$ cat src/rtl/spi_reg_ctrl_if.sv
// Register-bus side of the SPI command controller.
// The controller drives address, data and strobes; the register bank returns read data.
interface spi_reg_ctrl_if #(
  parameter int ADDR_W = 7
);
  logic [ADDR_W-1:0] reg_addr;
  logic [7:0]        reg_wdata;
  logic              reg_we;
  logic              reg_re;
  logic [7:0]        reg_rdata;

  modport master (output reg_addr, reg_wdata, reg_we, reg_re, input  reg_rdata);
  modport slave  (input  reg_addr, reg_wdata, reg_we, reg_re, output reg_rdata);
endinterface

$ cat src/rtl/spi_reg_ctrl.sv
// Turns the SPI slave byte stream into register writes and prefetched register reads.
// The first byte of a CS frame is {R/nW, addr}; the following bytes are data.
module spi_reg_ctrl #(
  parameter int         ADDR_W   = 7,
  parameter logic [7:0] STATUS   = 8'hA5,
  parameter int         AUTO_INC = 1
) (
  input  logic           clk,
  input  logic           rstn,
  input  logic           csn,
  input  logic [7:0]     rx_data,
  input  logic           rx_ready,
  output logic [7:0]     tx_data,
  output logic           busy,
  output logic           xfer_done,
  output logic [7:0]     byte_cnt,
  spi_reg_ctrl_if.master rbus
);
  typedef enum logic [2:0] {IDLE, CMD, RD_ISSUE, RD_CAP, READ, WRITE} state_t;

  state_t            state, state_nxt;
  logic [1:0]        csn_sync;
  logic              csn_act, rdy_q, rdy_rise;
  logic [ADDR_W-1:0] addr, addr_inc;
  logic [7:0]        cnt_inc;

  assign csn_act  = ~csn_sync[1];
  assign busy     = csn_act;
  assign rdy_rise = rx_ready & ~rdy_q & csn_act;
  assign addr_inc = addr + ADDR_W'(AUTO_INC != 0);
  assign cnt_inc  = (byte_cnt == 8'hFF) ? byte_cnt : byte_cnt + 8'd1;

  always_ff @(posedge clk or negedge rstn)
    if (!rstn) begin
      csn_sync <= 2'b11;
      rdy_q    <= 1'b0;
    end else begin
      csn_sync <= {csn_sync[0], csn};
      rdy_q    <= rx_ready;
    end

  always_ff @(posedge clk or negedge rstn)
    if (!rstn) state <= IDLE;
    else       state <= state_nxt;

  always_comb begin
    state_nxt = state;
    if (!csn_act) state_nxt = IDLE;
    else begin
      case (state)
        IDLE:     state_nxt = CMD;
        CMD:      if (rdy_rise) state_nxt = rx_data[7] ? RD_ISSUE : WRITE;
        RD_ISSUE: state_nxt = RD_CAP;
        RD_CAP:   state_nxt = READ;
        READ:     if (rdy_rise) state_nxt = RD_ISSUE;
        WRITE:    state_nxt = WRITE;
        default:  state_nxt = IDLE;
      endcase
    end
  end

  // Strobes are registered on the transition so reg_re is high while in RD_ISSUE
  // and reg_rdata is back in RD_CAP.
  always_ff @(posedge clk or negedge rstn)
    if (!rstn) begin
      tx_data        <= STATUS;
      addr           <= '0;
      byte_cnt       <= 8'd0;
      xfer_done      <= 1'b0;
      rbus.reg_addr  <= '0;
      rbus.reg_wdata <= 8'd0;
      rbus.reg_we    <= 1'b0;
      rbus.reg_re    <= 1'b0;
    end else begin
      rbus.reg_we <= 1'b0;
      rbus.reg_re <= 1'b0;
      xfer_done   <= 1'b0;
      case (state)
        IDLE: begin
          tx_data <= STATUS;
          if (csn_act) byte_cnt <= 8'd0;
        end
        CMD: if (rdy_rise) begin
          addr     <= rx_data[ADDR_W-1:0];
          byte_cnt <= cnt_inc;
          if (rx_data[7]) begin
            rbus.reg_re   <= 1'b1;
            rbus.reg_addr <= rx_data[ADDR_W-1:0];
          end
        end
        RD_CAP: begin
          tx_data <= rbus.reg_rdata;
          addr    <= addr_inc;
        end
        READ: if (rdy_rise) begin
          byte_cnt      <= cnt_inc;
          rbus.reg_re   <= 1'b1;
          rbus.reg_addr <= addr;
        end
        WRITE: if (rdy_rise) begin
          byte_cnt       <= cnt_inc;
          rbus.reg_we    <= 1'b1;
          rbus.reg_addr  <= addr;
          rbus.reg_wdata <= rx_data;
          addr           <= addr_inc;
        end
        default: ;
      endcase
      // CS release wins over anything loaded above
      if (!csn_act) begin
        tx_data <= STATUS;
        if (state != IDLE && byte_cnt != 8'd0) xfer_done <= 1'b1;
      end
    end
endmodule

$ cat src/flat_wrapper.sv
// flat-port wrapper written by rule: the top's interface ports become plain ports
module spi_reg_ctrl_flat 
#(
  parameter int         ADDR_W   = 7,
  parameter logic [7:0] STATUS   = 8'hA5,
  parameter int         AUTO_INC = 1
)
  (clk, rstn, csn, rx_data, rx_ready, tx_data, busy, xfer_done, byte_cnt, rbus_reg_addr, rbus_reg_wdata, rbus_reg_we, rbus_reg_re, rbus_reg_rdata);
  spi_reg_ctrl_if #(.ADDR_W(ADDR_W)) rbus_i ();
  input  logic clk;
  input  logic rstn;
  input  logic csn;
  input  logic [7:0] rx_data;
  input  logic rx_ready;
  output logic [7:0] tx_data;
  output logic busy;
  output logic xfer_done;
  output logic [7:0] byte_cnt;
  output wire logic [$bits(rbus_i.reg_addr)-1:0] rbus_reg_addr;
  output wire logic [$bits(rbus_i.reg_wdata)-1:0] rbus_reg_wdata;
  output wire logic [$bits(rbus_i.reg_we)-1:0] rbus_reg_we;
  output wire logic [$bits(rbus_i.reg_re)-1:0] rbus_reg_re;
  input wire logic [$bits(rbus_i.reg_rdata)-1:0] rbus_reg_rdata;
  assign rbus_reg_addr = rbus_i.reg_addr;
  assign rbus_reg_wdata = rbus_i.reg_wdata;
  assign rbus_reg_we = rbus_i.reg_we;
  assign rbus_reg_re = rbus_i.reg_re;
  assign rbus_i.reg_rdata = rbus_reg_rdata;
  spi_reg_ctrl #(.ADDR_W(ADDR_W), .STATUS(STATUS), .AUTO_INC(AUTO_INC)) u_core (.clk(clk), .rstn(rstn), .csn(csn), .rx_data(rx_data), .rx_ready(rx_ready), .tx_data(tx_data), .busy(busy), .xfer_done(xfer_done), .byte_cnt(byte_cnt), .rbus(rbus_i));
endmodule
$ cat config.mk
export PLATFORM = sky130hd
export DESIGN_NAME = spi_reg_ctrl_flat
export DESIGN_NICKNAME = d
export VERILOG_FILES = /design/src/rtl/spi_reg_ctrl_if.sv /design/src/rtl/spi_reg_ctrl.sv /design/src/flat_wrapper.sv
export SDC_FILE = /design/constraint.sdc
export NUM_CORES = 1
export LEC_CHECK = 0
export ABC_AREA = 1
export CORE_MARGIN = 2
export CORE_UTILIZATION = 25
export CTS_BUF_LIST = sky130_fd_sc_hd__clkbuf_16
export DETAILED_ROUTE_END_ITERATION = 10
export GPL_TIMING_DRIVEN = 0
export PLACE_DENSITY_LB_ADDON = 0.12
export SKIP_CTS_REPAIR_TIMING = 1
export SYNTH_ARGS = -nofsm -noshare
export SYNTH_HDL_FRONTEND = slang
export SYNTH_SLANG_ARGS = --single-unit
$ cat constraint.sdc
create_clock -name clk -period 1.5 [get_ports clk]
set_input_delay 0.3 -clock clk [delete_from_list [all_inputs] [get_ports clk]]
set_output_delay 0.3 -clock clk [all_outputs]
set_load 0.01 [all_outputs]
==> run metrics, run 1 <==
clock root buffer=clkbuf_16; diodes inserted=0; largest clock skew in the final design=0.00695 ns; setup TNS=0 ns; Clock H-tree levels=2; Synth-to-Final Area Change=48.3%; maximum count of clock buffers along a single path=2; # port buffers=54; maximum frequency from static timing analysis=0.674 GHz; combined area of the multi-input logic cells=1070 sq um; layout net count=413; Static Leakage=2.08 nW; overall die area=10200 sq um; Period minus WS final=1.48 ns; portion of total power attributed to combinational logic=39.5%; clk slew on worst S/H paths=0.06 ns; startpoint class of the critical path=register; cell area after layout=3490 sq um; part of the cycle the worst path needs=98.9%; Gate Count Post-Synth=316; pin count of the biggest net entering global routing=32; latest clock arrival within the worst-skew pair=0.29 ns; Mean Syn Cell Area=7.45 sq um; Worst Slack Setup Final=0.0158 ns; placed wire-length estimate=4570 microns; Worst Setup End Kind=output port; number of max-cap violations=0; detailed-router iteration count before antenna repair=4; height of the die=101 microns; number of unique standard cell types used by synthesis=21; total cell area at the placement stage=3050 sq um; clock group share of total power=25.5%; sequential cell area in the final layout=1190 sq um; critical path required time=1.20 ns; Horiz. Die Dim=101 microns; top-level I/O count=55; antenna violations before repair=0; clock tree from TritonCTS=built; starting DRC count in detailed routing=66; PwrDens=1630 nW/um^2; worst IR drop on VDD=0.719 mV; dpl ws=-0.487 ns; effective utilization at floorplan=25.6%; sequential fraction of design power=35.0%; number of clock sinks seen by CTS=47; number of vias per cell after detailed routing=4.43; average wire per cell in the routed design=12.7 microns; final setup violation count=0; placeable core area=9200 sq um; Tightest Pin Transition=0.434 ns; worst hold path type=register to register; Synthesized Nets=339; post-synthesis instance area=2350 sq um; Row Count=35; top library cells by usage in the layout, fill and taps aside=119 x nand2_1, 35 x dfrtp_1, 31 x inv_1, 31 x nor2_1, 31 x dlymetal6s2s_1; arrival time reported for the critical path endpoint=1.18 ns; Synth warnings=0; number of storage elements in the synthesis netlist=47; remaining global-route overflow=0; outcome=completed; total global routing track utilization=13.1%; cell-internal power=3.63 mW; number of max-slew violations in the final report=0; crit path max fanout=10; residual DRC count=0; Final ANT Viol Nets=0; vias in the first global route=2222; sequential-to-total area share from yosys stat=50.3%; Routed WL=6370 microns; switching share of power=36.0%; global-route wire length before repair=10400 microns; most common cell after layout, fill and taps aside=nand2_1; Hold Slack=0.356 ns; setup repair after global routing missed its margin=yes; number of buffers created by CTS=5; switching pwr=2.05 mW; number of vias in the routed layout=2222; Max-Slew Margin vs Limit=71.0%; fraction of final layout cells with drive strength greater than 1=15.3%; endpoints failing hold=0; category of the most critical setup path=register to output port; Filler Cells Inserted=995; Placer Congestion=0.850
cell type report:
cell class                 instances  share of cell area [%]
sequential                        47                    34.1
buffer                             5                    1.29
clock inverter                     3                    1.93
timing repair buffer              67                    20.6
clock buffer                       5                    3.58
multi-input combinational        229                    30.7
inverter                          35                    3.76
tap                              111                    3.98
critical path: stages, from the launching register on:
cell	delay (ns)
dfstp_2	0.56
inv_1	0.07
buf_6	0.14
clkbuf_2	0.13
synthesized netlist by cell type:
cell type	n	area share (%)
a21oi_1	3	0.64
buf_2	2	0.43
buf_4	3	0.96
dfrtp_1	41	44
dfstp_2	6	6.7
ha_1	3	1.6
inv_1	33	5.3
inv_2	2	0.32
nand2_1	125	20
nand2_2	1	0.27
nand3_1	24	5.1
nand3_2	1	0.43
nand3b_1	2	0.64
nand4_1	2	0.53
nor2_1	34	5.4
nor2_2	1	0.27
nor2_4	1	0.48
o211ai_1	2	0.64
o21ai_0	21	4.5
o21ai_1	6	1.3
xor2_1	3	1.1
routing by layer:
metal	global-route usage, %	share of wire, %	routed length, microns
met2	21.0	46	2930
met1	17.0	48	3040
met3	3.88	5.1	323
met5	0	0	0
met4	3.74	1.3	85
registers in the layout (all words and copies together) (netlist names):
| signal | cells |
|---|---|
| u_core.csn_sync | 2 |
| u_core.byte_cnt | 8 |
| u_core.tx_data | 8 |
| u_core.rbus.reg_wdata | 8 |
| u_core.xfer_done | 1 |
| u_core.rbus.reg_we | 1 |
| u_core.addr | 7 |
| u_core.rbus.reg_re | 1 |
| u_core.rdy_q | 1 |
| u_core.rbus.reg_addr | 7 |
| u_core.state | 3 |
power groups by stage:
stage	Combinational [mW]	Clock [mW]	Sequential (mW)
5_1_grt	2.53	1.55	2.06
3_5_place_dp	2.06	0	2.02
6_report	2.24	1.45	1.99
2_1_floorplan	1.07	0	2.06
4_1_cts	2.07	1.50	2.00
3_3_place_gp	2.04	0	2.02
worst paths after layout:
check / start / endpoint / slack [ns] / cells past startpoint
max in group asynchronous: rstn / u_core.tx_data[2] / 0.43 / 3
min reg2reg: u_core.csn_sync[0] / u_core.csn_sync[1] / 0.36 / 0
max: u_core.csn_sync[1] / busy / 0.02 / 3
max reg2reg: u_core.state[0] / u_core.byte_cnt[0] / 0.10 / 7
min: u_core.csn_sync[0] / u_core.csn_sync[1] / 0.36 / 0
min in group asynchronous: rstn / u_core.rbus.reg_addr[5] / 0.48 / 2
kinds of logic (layout without fill, tap and decap cells):
kind of cell    count (synthesis)  after routing  synth area share (%)
xor+xnor                        3              3                  1.12
fa+ha+maj                       3              3                  1.59
compound gates                 32             32                  7.01
simple gates                  191            191                  33.1
flops                          47             47                  50.3
buf+inv                        40            115                  6.96
stage by stage:
stage	total power, mW	util, %	instances
final	5.68	38.0	502
after global placement	4.06	33.0	481
after detailed placement	4.08	33.2	482
after CTS	5.57	35.3	490
after global routing	6.15	38.0	502
after floorplan	3.12	-	316
(Power assumes the default switching activity.)
==> run 2, diff against run 1 <==
--- a/config.mk
+++ b/config.mk
@@ -6,13 +6,13 @@
 export NUM_CORES = 1
 export LEC_CHECK = 0
 export ABC_AREA = 1
-export CORE_MARGIN = 2
 export CORE_UTILIZATION = 25
 export CTS_BUF_LIST = sky130_fd_sc_hd__clkbuf_16
 export DETAILED_ROUTE_END_ITERATION = 10
 export GPL_TIMING_DRIVEN = 0
 export PLACE_DENSITY_LB_ADDON = 0.12
 export SKIP_CTS_REPAIR_TIMING = 1
+export SLEW_MARGIN = 20
 export SYNTH_ARGS = -nofsm -noshare
 export SYNTH_HDL_FRONTEND = slang
 export SYNTH_SLANG_ARGS = --single-unit
==> run 2 against run 1 <==
The run now ends with setup timing left. Hold slack worse by 0.34 ns. Clock-buffer cell count stayed put. Utilization is 0.53 points lower. Global-route usage is 0.26 points lower. Total power is 2.5% lower. Fmax is 2.1% lower. Final cell count is 0.20% lower. Die area is 3.9% lower. Critical path type unchanged. Critical endpoint unchanged. Largest cell class unchanged. Largest power group unchanged.
==> run metrics, run 2 (synthesis gave the netlist of run 1 again) <==
average wire per cell in the routed design=12.2 microns (was 12.7 microns); Worst Setup End Kind=output port (unchanged); effective utilization at floorplan=25.6% (unchanged); most common cell after layout, fill and taps aside=nand2_1 (unchanged); Final ANT Viol Nets=0 (unchanged); utilization of the core after routing=37.4% (was 38.0%); startpoint class of the critical path=register (unchanged); final setup violation count=1 (was 0); worst IR drop on VDD=0.646 mV (was 0.719 mV); antenna violations before repair=0 (unchanged); number of vias in the routed layout=2171 (was 2222); Clock H-tree levels=2 (unchanged); maximum count of clock buffers along a single path=2 (unchanged); number of max-cap violations=0 (unchanged); pin count of the biggest net entering global routing=48 (was 32); overall die area=9810 sq um (was 10200 sq um); Filler Cells Inserted=1014 (was 995); number of clock sinks seen by CTS=47 (unchanged); part of the cycle the worst path needs=101% (was 98.9%); Synth-to-Final Area Change=46.2% (was 48.3%); setup repair after global routing missed its margin=yes (unchanged); Static Leakage=2.03 nW (was 2.08 nW); # port buffers=54 (unchanged); diodes inserted=0 (unchanged); cell area after layout=3440 sq um (was 3490 sq um); fraction of final layout cells with drive strength greater than 1=15.6% (was 15.3%); layout net count=412 (was 413); Placer Congestion=0.829 (was 0.850); Tightest Pin Transition=0.612 ns (was 0.434 ns); global-route wire length before repair=9840 microns (was 10400 microns); number of vias per cell after detailed routing=4.33 (was 4.43); PwrDens=1610 nW/um^2 (was 1630 nW/um^2); remaining global-route overflow=0 (unchanged); endpoints failing hold=0 (unchanged); failing checks=setup timing; vias in the first global route=1999 (was 2222); total global routing track utilization=12.8% (was 13.1%); residual DRC count=0 (unchanged); total cell area at the placement stage=3030 sq um (was 3050 sq um); Horiz. Die Dim=99.1 microns (was 101 microns); number of max-slew violations in the final report=0 (unchanged); maximum frequency from static timing analysis=0.660 GHz (was 0.674 GHz); Period minus WS final=1.52 ns (was 1.48 ns); number of buffers created by CTS=5 (unchanged); Routed WL=6130 microns (was 6370 microns); detailed-router iteration count before antenna repair=4 (unchanged); combined area of the multi-input logic cells=1070 sq um (about the same); top-level I/O count=55 (unchanged); worst hold path type=input port to asynchronous set/reset pin (was register to register); placed wire-length estimate=4320 microns (was 4570 microns); registers with the most flip-flops=u_core.byte_cnt (8), u_core.rbus.reg_wdata (8), u_core.tx_data (8) (unchanged); sequential cell area in the final layout=1190 sq um (about the same); crit path max fanout=10 (unchanged); latest clock arrival within the worst-skew pair=0.29 ns (about the same); top library cells by usage in the layout, fill and taps aside=120 x nand2_1, 34 x dfrtp_1, 31 x nor2_1 (was 119 x nand2_1, 35 x dfrtp_1, 31 x inv_1, 31 x nor2_1, 31 x dlymetal6s2s_1); starting DRC count in detailed routing=78 (was 66); clock root buffer=clkbuf_16 (unchanged); clock tree from TritonCTS=built (unchanged); clk slew on worst S/H paths=0.07 ns (was 0.06 ns); height of the die=99.1 microns (was 101 microns); category of the most critical setup path=register to output port (unchanged); Row Count=35 (unchanged); placeable core area=9200 sq um (unchanged); largest clock skew in the final design=0.0114 ns (was 0.00695 ns); Worst Slack Setup Final=-0.0162 ns (was 0.0158 ns); critical path required time=1.20 ns (about the same); outcome=finished with violations (was completed); arrival time reported for the critical path endpoint=1.22 ns (was 1.18 ns); Max-Slew Margin vs Limit=59.2% (was 71.0%)
[run 2: layout make-up]
| type | count | area share [%] |
|---|---|---|
| Buffer | 5 | 1.20 |
| Timing Repair Buffer | 66 | 20.3 |
| Inverter | 35 | 3.89 |
| Tap cell | 111 | 4.03 |
| Clock inverter | 3 | 1.27 |
| Clock buffer | 5 | 3.63 |
| Sequential cell | 47 | 34.6 |
| Multi-Input combinational cell | 229 | 31.1 |
[run 2: worst max-delay path: stages, from the launching register on]
cell and delay [ns]:
dfstp_2 0.56, inv_1 0.07, buf_4 0.17, clkbuf_2 0.13
[run 2: stage by stage]
step | total power [mW] | hold WS [ns] | setup slack (ns) | setup TNS (ns) | instances
after floorplan | 3.12 | 0.00441 | 0.0814 | 0 | 316
after global placement | 4.06 | 0.346 | -1.41 | -71.08 | 481
after detailed placement | 4.07 | 0.347 | -0.484 | -8.64 | 481
after CTS | 5.37 | 0.0589 | -0.370 | -3.94 | 489
after global routing | 5.98 | 0.0741 | -0.0486 | -0.162 | 501
final | 5.54 | 0.0127 | -0.0162 | -0.0162 | 501
[run 2: path summary, 6_finish.rpt]
| check | from | to | slack, ns | cells after the start |
|---|---|---|---|---|
| max | u_core.csn_sync[1] | busy | -0.02 | 3 |
| min | rstn | u_core.rbus.reg_addr[5] | 0.01 | 1 |
| max reg2reg | u_core.csn_sync[1] | u_core.byte_cnt[2] | 0.10 | 7 |
| min reg2reg | u_core.csn_sync[0] | u_core.csn_sync[1] | 0.36 | 0 |
| max in group asynchronous | rstn | u_core.byte_cnt[5] | 1.03 | 1 |
| min in group clk | u_core.csn_sync[0] | u_core.csn_sync[1] | 0.36 | 0 |
[run 2: routing by layer]
layer	GRT usage (%)	share of wire (%)
met1	17.5	48
met2	20.1	45
met3	3.40	5.4
met4	3.39	1.2
met5	0	0
[run 2: report_power, final]
group | internal [mW] | switching [mW]
Clock | 0.787 | 0.494
Combinational | 1.04 | 1.21
Sequential | 1.66 | 0.348
==> run 3, diff against run 2 <==
--- a/config.mk
+++ b/config.mk
@@ -11,6 +11,7 @@
 export DETAILED_ROUTE_END_ITERATION = 10
 export GPL_TIMING_DRIVEN = 0
 export PLACE_DENSITY_LB_ADDON = 0.12
+export REMOVE_ABC_BUFFERS = 1
 export SKIP_CTS_REPAIR_TIMING = 1
 export SLEW_MARGIN = 20
 export SYNTH_ARGS = -nofsm -noshare
==> run 3 against run 2 <==
The run still ends with setup timing left. Clock skew fell by 0.0059 ns. Routed wire length rose by 2.1%. Final area barely moved. First-iteration DRC count fell by 5.1%. Combinational power fell by 4%. Clock power fell by 17%. Final cell count fell by 0.40%. Clock-buffer cell count did not move. Sequential share of layout area barely moved. Critical path type unchanged. Critical endpoint unchanged. Largest cell class unchanged.
==> run metrics, run 3 (synthesis gave the netlist of run 1 again) <==
registers with the most flip-flops=u_core.byte_cnt (8), u_core.rbus.reg_wdata (8), u_core.tx_data (8) (unchanged); part of the cycle the worst path needs=104% (was 101%); clock tree from TritonCTS=built (unchanged); number of vias per cell after detailed routing=4.46 (was 4.33); Final ANT Viol Nets=0 (unchanged); number of buffers created by CTS=5 (unchanged); switching pwr=2.03 mW (was 2.05 mW); largest clock skew in the final design=0.00556 ns (was 0.0114 ns); Row Count=35 (unchanged); PwrDens=1520 nW/um^2 (was 1610 nW/um^2); Max-Slew Margin vs Limit=58.4% (was 59.2%); layout net count=410 (was 412); Worst Slack Setup Final=-0.0585 ns (was -0.0162 ns); top-level I/O count=55 (unchanged); slowest stage cell on the critical path=dfstp_2 (unchanged); clock group share of total power=20.2% (was 23.1%); maximum count of clock buffers along a single path=2 (unchanged); # port buffers=54 (unchanged); category of the most critical setup path=register to output port (unchanged); number of clock sinks seen by CTS=47 (unchanged); cell-internal power=3.20 mW (was 3.49 mW); Clock H-tree levels=2 (unchanged); Critical R2R Capture=u_core.addr[5] (was u_core.byte_cnt[2]); arrival time reported for the critical path endpoint=1.26 ns (was 1.22 ns); worst hold path type=input port to asynchronous set/reset pin (unchanged); failing checks=setup timing (unchanged); worst IR drop on VDD=0.560 mV (was 0.646 mV); Filler Cells Inserted=979 (was 1014); placeable core area=9200 sq um (unchanged); sequential fraction of design power=38.5% (was 36.2%); pin count of the biggest net entering global routing=48 (unchanged); detailed-router iteration count before antenna repair=4 (unchanged); Routed WL=6260 microns (was 6130 microns); portion of total power attributed to combinational logic=41.3% (was 40.7%); number of buffers and inverters on the critical path=2 (was 3); antenna violations before repair=0 (unchanged); outcome=finished with violations (unchanged); Tightest Pin Transition=0.625 ns (was 0.612 ns); crit path cell chain=clkinvlp_4, buf_6 (was inv_1, buf_4, clkbuf_2); latest clock arrival within the worst-skew pair=0.28 ns (was 0.29 ns); launch instance of the worst register-to-register path=u_core.csn_sync[1] (unchanged); startpoint class of the critical path=register (unchanged); Worst Reg2Reg Path Length in Cells=7 (unchanged); Period minus WS final=1.56 ns (was 1.52 ns); fraction of final layout cells with drive strength greater than 1=16.5% (was 15.6%); global-route wire length before repair=9920 microns (was 9840 microns); Hold Slack=0.0221 ns (was 0.0127 ns); average wire per cell in the routed design=12.5 microns (was 12.2 microns); most common cell after layout, fill and taps aside=nand2_1 (unchanged); number of max-slew violations in the final report=0 (unchanged); endpoints failing hold=0 (unchanged); maximum frequency from static timing analysis=0.642 GHz (was 0.660 GHz); register-to-register path setup slack=0.03 ns (was 0.10 ns); Worst Setup End Kind=output port (unchanged); critical path required time=1.20 ns (about the same); overall die area=9810 sq um (unchanged); height of the die=99.1 microns (unchanged); number of vias in the routed layout=2228 (was 2171); effective utilization at floorplan=25.6% (unchanged); setup TNS=-0.0585 ns (was -0.0162 ns); number of max-cap violations=0 (unchanged); clock root buffer=clkbuf_16 (unchanged); total cell area at the placement stage=3000 sq um (was 3030 sq um); remaining global-route overflow=0 (unchanged); total global routing track utilization=12.8% (about the same); Crit path largest cell delay=0.58 ns (was 0.56 ns); cell area after layout=3440 sq um (about the same); top library cells by usage in the layout, fill and taps aside=119 x nand2_1, 34 x dfrtp_1, 30 x inv_1 (was 120 x nand2_1, 34 x dfrtp_1, 31 x nor2_1); starting DRC count in detailed routing=74 (was 78); Horiz. Die Dim=99.1 microns (unchanged); switching share of power=38.8% (was 37.1%); Static Leakage=1.95 nW (was 2.03 nW); power after layout=5.23 mW (was 5.54 mW); residual DRC count=0 (unchanged); Synth-to-Final Area Change=46.3% (was 46.2%); diodes inserted=0 (unchanged); vias in the first global route=2014 (was 1999); crit path max fanout=8 (was 10); Placer Congestion=0.829 (unchanged); setup repair after global routing missed its margin=yes (unchanged); placed wire-length estimate=4230 microns (was 4320 microns); clk slew on worst S/H paths=0.06 ns (was 0.07 ns); final setup violation count=1 (unchanged); family with the most delay on the worst path=flip-flops (unchanged)
[run 3: power groups by stage]
stage	combinational, mW	clock [mW]	sequential, mW
CTS	2.02	1.11	2.00
global placement	2.00	0	2.01
floorplan	1.02	0	2.06
global route	2.46	1.15	2.07
finish	2.16	1.06	2.02
detailed placement	2.01	0	2.01
[run 3: per-layer routing]
| metal | routed length [microns] | up-vias | track usage [%] |
|---|---|---|---|
| met1 | 2960 | 1045 | 17.3 |
| met5 | 0 | - | 0 |
| li1 | - | 1127 | - |
| met3 | 254 | 4 | 2.62 |
| met4 | 59 | 0 | 3.73 |
| met2 | 2980 | 52 | 20.7 |
[run 3: metrics by stage]
stage               utilization, %  setup WS (ns)  std cells
floorplan                        -        -0.0294        311
global placement              32.6          -1.44        476
detailed placement            32.6         -0.485        476
CTS                           34.1         -0.469        484
global route                  37.5         -0.105        499
finish                        37.5        -0.0585        499
[run 3: how the worst max path moves through the flow]
stage,slack [ns],end,cells after the start,start
2_1_floorplan,-0.03,u_core.addr[3],7,u_core.state[1]
6_report,-0.06,busy,2,u_core.csn_sync[1]
3_3_place_gp,-1.44,u_core.tx_data[1],1,rstn
4_1_cts,-0.47,u_core.addr[4],7,u_core.state[1]
5_1_grt,-0.10,busy,2,u_core.csn_sync[1]
3_5_place_dp,-0.49,u_core.addr[0],7,rx_ready
[run 3: area by class of cell]
| type | count | area, sq um | area share (%) |
|---|---|---|---|
| Inverter | 35 | 144 | 4.18 |
| Tap cell | 111 | 139 | 4.03 |
| Timing Repair Buffer | 67 | 714 | 20.7 |
| Sequential cell | 47 | 1190 | 34.6 |
| Multi-Input combinational cell | 231 | 1120 | 32.4 |
| Clock buffer | 5 | 125 | 3.63 |
| Clock inverter | 3 | 12.5 | 0.363 |
[run 3: worst register-to-register path, stage by stage, from the launching register on]
cell	delay [ns]
dfstp_2	0.58
clkinvlp_4	0.21
nand2_4	0.18
nor2_2	0.08
nor2_4	0.16
nor2_1	0.06
nand2_1	0.05
nand2_1	0.04
